--- src/rtl/pipelined_addsub.sv ---
// Pipelined N-bit adder/subtractor: one W=N/STAGES chunk per stage, carry registered between stages.
// Optional signed-overflow output is compiled in with `define ADDER_OVF_EN.
module pipelined_addsub #(
  parameter int N      = 32,
  parameter int STAGES = 4
) (
  input  logic         clk,
  input  logic         rst_n,
  input  logic         in_valid,
  output logic         in_ready,
  input  logic [N-1:0] a,
  input  logic [N-1:0] b,
  input  logic         sub,
  input  logic         carryin,
  output logic         out_valid,
  input  logic         out_ready,
  output logic [N-1:0] f,
  output logic         carryout
`ifdef ADDER_OVF_EN
  ,
  output logic         ovf
`endif
);

  localparam int W = N / STAGES;

  logic         stall;
  logic [N-1:0] b_eff;
  logic         c0;

  assign stall    = out_valid && !out_ready;
  assign in_ready = !stall;
  assign b_eff    = b ^ {N{sub}};
  assign c0       = carryin ^ sub;

  function automatic logic [W:0] add_chunk(input logic [W-1:0] x, input logic [W-1:0] y,
                                           input logic c);
    return {1'b0, x} + {1'b0, y} + {{W{1'b0}}, c};
  endfunction

  // Stage k consumes the lowest remaining operand chunk; unused upper chunks ride along
  // shifted down, and finished result chunks accumulate so a beat's chunks leave together.
  for (genvar k = 0; k < STAGES; k++) begin : g_stg
    localparam int DONE = (k + 1) * W;
    localparam int REM  = N - DONE;

    logic [W-1:0]    a_ck, b_ck;
    logic            c_in, v_in, ld;
    logic [W:0]      sum;
    logic [DONE-1:0] f_d, f_q;
    logic            c_d, c_q;
    logic            vld_q;

    if (k == 0) begin : g_in
      assign a_ck = a[W-1:0];
      assign b_ck = b_eff[W-1:0];
      assign c_in = c0;
      assign v_in = in_valid;
      assign f_d  = sum[W-1:0];
    end else begin : g_in
      assign a_ck = g_stg[k-1].g_ops.a_q[W-1:0];
      assign b_ck = g_stg[k-1].g_ops.b_q[W-1:0];
      assign c_in = g_stg[k-1].c_q;
      assign v_in = g_stg[k-1].vld_q;
      assign f_d  = {sum[W-1:0], g_stg[k-1].f_q};
    end

    assign sum = add_chunk(a_ck, b_ck, c_in);
    assign c_d = sum[W];
    assign ld  = !stall && v_in;

    always_ff @(posedge clk or negedge rst_n) begin
      if (!rst_n)      vld_q <= 1'b0;
      else if (!stall) vld_q <= v_in;
    end

    if (REM > 0) begin : g_ops
      logic [REM-1:0] a_d, b_d, a_q, b_q;
      if (k == 0) begin : g_src
        assign a_d = a[N-1:W];
        assign b_d = b_eff[N-1:W];
      end else begin : g_src
        assign a_d = g_stg[k-1].g_ops.a_q[REM+W-1:W];
        assign b_d = g_stg[k-1].g_ops.b_q[REM+W-1:W];
      end
      always_ff @(posedge clk) begin
        if (ld) begin
          a_q <= a_d;
          b_q <= b_d;
        end
      end
    end

    // Output stage is reset so f/carryout read 0 until the first beat arrives.
    if (k == STAGES - 1) begin : g_reg
      always_ff @(posedge clk or negedge rst_n) begin
        if (!rst_n) begin
          f_q <= '0;
          c_q <= 1'b0;
        end else if (ld) begin
          f_q <= f_d;
          c_q <= c_d;
        end
      end
    end else begin : g_reg
      always_ff @(posedge clk) begin
        if (ld) begin
          f_q <= f_d;
          c_q <= c_d;
        end
      end
    end
  end

  assign out_valid = g_stg[STAGES-1].vld_q;
  assign f         = g_stg[STAGES-1].f_q;
  assign carryout  = g_stg[STAGES-1].c_q;

`ifdef ADDER_OVF_EN
  // The top chunk holds the sign bits, so overflow is resolved in the last stage.
  logic ovf_d, ovf_q;
  assign ovf_d = (g_stg[STAGES-1].a_ck[W-1] == g_stg[STAGES-1].b_ck[W-1]) &&
                 (g_stg[STAGES-1].sum[W-1] != g_stg[STAGES-1].a_ck[W-1]);
  always_ff @(posedge clk or negedge rst_n) begin
    if (!rst_n)                  ovf_q <= 1'b0;
    else if (g_stg[STAGES-1].ld) ovf_q <= ovf_d;
  end
  assign ovf = ovf_q;
`endif

endmodule

--- config.mk ---
export PLATFORM = sky130hd
export DESIGN_NAME = pipelined_addsub
export DESIGN_NICKNAME = d
export VERILOG_FILES = /design/src/rtl/pipelined_addsub.sv
export SDC_FILE = /design/constraint.sdc
export NUM_CORES = 1
export LEC_CHECK = 0
export ABC_AREA = 1
export CAP_MARGIN = 20
export CORE_MARGIN = 2
export CORE_UTILIZATION = 59
export DETAILED_ROUTE_END_ITERATION = 8
export GPL_TIMING_DRIVEN = 0
export PLACE_DENSITY_LB_ADDON = 0.1
export SLEW_MARGIN = 10
export SYNTH_ARGS = -nofsm -noshare
export SYNTH_HDL_FRONTEND = slang
export SYNTH_SLANG_ARGS = --single-unit
export TNS_END_PERCENT = 20
--- constraint.sdc ---
create_clock -name clk -period 9.3 [get_ports clk]
set_clock_uncertainty 0.1 [all_clocks]
set_input_delay 0.93 -clock clk [delete_from_list [all_inputs] [get_ports clk]]
set_output_delay 0.93 -clock clk [all_outputs]
set_load 0.02 [all_outputs]
# --- Word level (Yosys, flattened, before mapping) ---
# Cells that the tools add are included.
op_classes:
  add_sub_neg: 8
  bitwise_logic: 2
  reduce_logical: 7
ops:
  columns: ["cell", "n"]
  rows:
  - ["8-bit by 8-bit adder with 9-bit output", 4]
  - ["9-bit by 1-bit adder with 9-bit output", 4]
  - ["32-bit XOR", 1]
  - ["1-bit logical AND", 5]
  - ["1-bit logical NOT", 2]
  - ["1-bit XOR", 1]
totals:
  ff_bits: 184
  out_inout_bits: 35
  wordCells: 35

# --- Logic depth before layout (Yosys ltp) ---
depth:
  depth_word: 4
  depth_mapped: 11
  ltp_nobuf: 9

# --- Least setup slack after synthesis ---
# Ideal clock, no wire load.
synth_path:
  kind: "input -> register"
  from: "input port out_ready"
  to: "register g_stg[1].c_q (enable)"
  setup_ps: 457
  t_arrival_ps: 3068
  setup_slack_ps: 5674
  cell_stages: 2
  n_path_buf: 0
  path_cell_list: "nor2_4 nor2_1"
synth_via:
  elab_chain_cells: 4
synth_rtl:
  columns: ["element", "line", "text"]
  rows:
  - ["start: declaration", "16", "input logic out_ready,"]
  - ["1-bit logical NOT", "31", "assign stall = out_valid && !out_ready;"]
  - ["1-bit logical AND", "31", null]
  - ["1-bit logical NOT", null, null]
  - ["1-bit logical AND", "70", "assign ld = !stall && v_in;"]
  - ["via g_stg[1].ld", "48", "logic c_in, v_in, ld;"]
  - ["end signal: assignment", "109", "c_q <= c_d;"]
  - ["end: declaration", "51", "logic c_d, c_q;"]
# The timed path passes the listed nets, and every way through them passes these cells.
# A chain may end at the register's enable or synchronous reset.

# --- Final worst setup path ---
layout_path:
  from: "input port out_ready"
  to: "output port in_ready"
layout_via:
  elab_chain_cells: 3
layout_rtl:
  columns: ["element", "line", "text"]
  rows:
  - ["1-bit logical NOT", "31", null]
  - ["1-bit logical AND", "31", null]
  - ["1-bit logical NOT", null, null]
  - ["end: declaration", "10", "output logic in_ready,"]
# No other way between the ends.

==> impl_metrics.json <==
{
  "fin_crit_sh_pct": 37.5,
  "slew_headroom_pct": 46.6,
  "grt_pass1_wl_um": 19500,
  "final_hold_viol_count": 0,
  "critical_path_class": "input pin to primary output",
  "drt_iter0_drc": 220,
  "cts_tree": "done",
  "yosys_register_bits": 184,
  "io_pins": 105,
  "cts_buffers": 17,
  "routabilityCongestion": 0.820,
  "vias_per_cell": 5.04,
  "async_flop_share_pct": 20.1,
  "critical_path_required_ns": 8.27,
  "core_um2": 12500,
  "grt_max_degree": 38,
  "leakagePower_nw": 3.81,
  "hold_ws_ns": 0.316,
  "cts_root_buf": "clkbuf_16",
  "peakVddDrop_mv": 0.144,
  "grt_pass1_vias": 4259,
  "drtPass1Iterations": 4,
  "synth.avg_cell_area_um2": 14.2,
  "final_nets": 755,
  "synth_edf_count": 147,
  "cts_max_path_buffers": 2,
  "rsz0062_at_grt": "false",
  "power.density_nw_per_um2": 306,
  "layout-drive-gt1-share_pct": 8.61,
  "cts_sinks": 184,
  "worstPathMaxFanout": 6,
  "ant_nets": 0,
  "status": "finished clean",
  "finalSetupViolCount": 0,
  "vias": 4200,
  "synthCells": 524,
  "die_area_um2": 13500,
  "cp-start-kind": "input pin",
  "preCtsSetupSlack_ns": 5.85,
  "critPathArrivalTime_ns": 2.46,
  "synth_adder_area_share_pct": 6.85,
  "syn_nets": 630,
  "path_cells": "clkdlybuf4s50_1 > nor2_4 > inv_1 > clkdlybuf4s50_1",
  "syn2layout_area_growth_pct": 25.6,
  "synthSimpleGateAreaFrac_pct": 10.1,
  "synth_top_family_by_area": "simple AND/OR/NAND/NOR gates",
  "htree_levels": 4,
  "power_mw": 2.87,
  "hpwl_um": 8710,
  "fin_crit_ns": 3.49,
  "cts_setup_buffers": 0,
  "muxShareOfSynthArea_pct": 0,
  "fillers": 795,
  "instances_no_fill": 834,
  "routed_wl_um": 12400,
  "synth_cell_type_count": 28,
  "insertion_delay_ns": 0.42,
  "crit_family": "buffers and inverters",
  "finalMaxSlewViolations": 0,
  "max_freq_mhz": 287,
  "grt.total_usage_pct": 19.7,
  "hold_path.class": "flip-flop to flip-flop",
  "grt.overflow.total": 0,
  "ys_warn_count": 0,
  "worst-path-buf-inv": 3,
  "synth_seq_area_share_pct": 71.7,
  "critPathSlowestCell": "clkdlybuf4s50_1",
  "slowest_delay_ns": 0.58,
  "synth_xor_area_share_pct": 5.76,
  "cts-resized-gates": 0,
  "finalSetupTns_ns": 0,
  "antenna_cells": 0,
  "hold_buffers": 0,
  "dp.cells": 802,
  "worst_slack_ns": 5.81,
  "cp-end-kind": "primary output",
  "worst_pin_slew_ns": 0.801,
  "wl_per_cell_um": 14.9,
  "postPlaceCellArea_um2": 8770,
  "die_w_um": 116,
  "die_h_um": 116,
  "timing.max_cap.violations": 0,
  "start_util_pct": 59.8,
  "clk_pin_slew_ns": 0.06,
  "ys.flop_type": "edfxtp_1",
  "synth_compound_area_share_pct": 2.80,
  "synthesis.area_um2": 7450,
  "final_util_pct": 75.0,
  "antenna_found_initial": 0,
  "port-buffer-count": 103,
  "rows": 41,
  "drcViolationCount": 0,
  "final_area_um2": 9350,
  "path_common_cell": "clkdlybuf4s50_1"
}
-- synthesized netlist by cell type, types with 3 or more instances --
library cell	number	share of area, %
dfrtp_1	37	12
buf_4	5	0.50
xor2_1	45	5.3
inv_1	28	1.4
fa_1	8	2.1
xnor2_1	4	0.47
nand4_1	3	0.25
nand2_2	3	0.25
a21oi_1	20	1.3
nand3_1	22	1.5
edfxtp_1	147	59
ha_1	28	4.7
buf_6	4	0.60
nor2_1	7	0.35
o21bai_1	3	0.30
nand2_1	144	7.3
-- sequential cells by signal, indices dropped and copies added (netlist names) --
name             cells
g_stg.f_q           48
g_stg.g_ops.a_q     48
g_stg.g_ops.b_q     48
f                   32
g_stg.c_q            3
g_stg.vld_q          3
carryout             1
out_valid            1
-- placed cells by master, fill, tap and decap left out, types with 3 or more instances in the layout --
master / n
buf_6: 4
xor2_1: 45
clkbuf_1: 4
edfxtp_1: 147
nor2_1: 5
a21oi_1: 20
o21bai_1: 3
buf_4: 5
bufinv_16: 3
buf_12: 3
nor2_4: 3
nand2_1: 144
clkbuf_16: 17
clkdlybuf4s50_1: 102
xnor2_1: 4
inv_1: 27
nand2_2: 3
clkinvlp_4: 3
fa_1: 8
ha_1: 28
nand4_1: 3
nand3_1: 22
inv_6: 3
dfrtp_1: 37
-- per-layer routing --
| layer | global-route usage (%) | vias up | share of wire (%) |
|---|---|---|---|
| met5 | 0 | - | 0 |
| met4 | 9.92 | 0 | 2.8 |
| met3 | 4.67 | 24 | 4.2 |
| met2 | 36.5 | 108 | 55 |
| met1 | 20.8 | 2018 | 38 |
| li1 | - | 2050 | - |
-- power by group --
group | internal [mW] | switching (mW)
Combinational | 0.360 | 0.508
Clock | 0.423 | 0.286
Sequential | 1.20 | 0.0918
Total | 1.98 | 0.886
-- final timing paths --
| path | startpoint | endpoint | slack, ns | cells past startpoint |
|---|---|---|---|---|
| setup / recovery | out_ready | in_ready | 5.81 | 4 |
| hold / removal | g_stg[0].g_ops.a_q[10] | g_stg[1].g_ops.a_q[2] | 0.32 | 0 |
| setup reg to reg | g_stg[1].c_q | g_stg[2].c_q | 7.09 | 8 |
| hold reg to reg | g_stg[0].g_ops.a_q[10] | g_stg[1].g_ops.a_q[2] | 0.32 | 0 |
| max in group asynchronous | rst_n | f[1] | 8.09 | 1 |
| min in group asynchronous | rst_n | f[31] | 0.49 | 1 |
-- cell families (layout without fill, tap and decap cells) --
| family | Yosys count | in the layout |
|---|---|---|
| xor gates and xnor gates | 49 | 49 |
| buffers and inverters | 40 | 178 |
| and+or+nand+nor | 182 | 182 |
| adders and majority gates | 36 | 36 |
| AOI/OAI and AO/OA | 33 | 33 |
| DFF | 184 | 184 |
-- area by class of cell --
class	count	area (µm²)	area share, %
plain buffers	10	87.6	0.936
clock buffers	21	440	4.71
clock inverters	11	148	1.58
inverters	30	118	1.26
multi-input cells	300	1920	20.5
flip-flops and latches	184	5340	57.1
well taps	172	215	2.30
repair buffers	106	1090	11.6
Note: power is estimated with default switching activity, not from simulation.
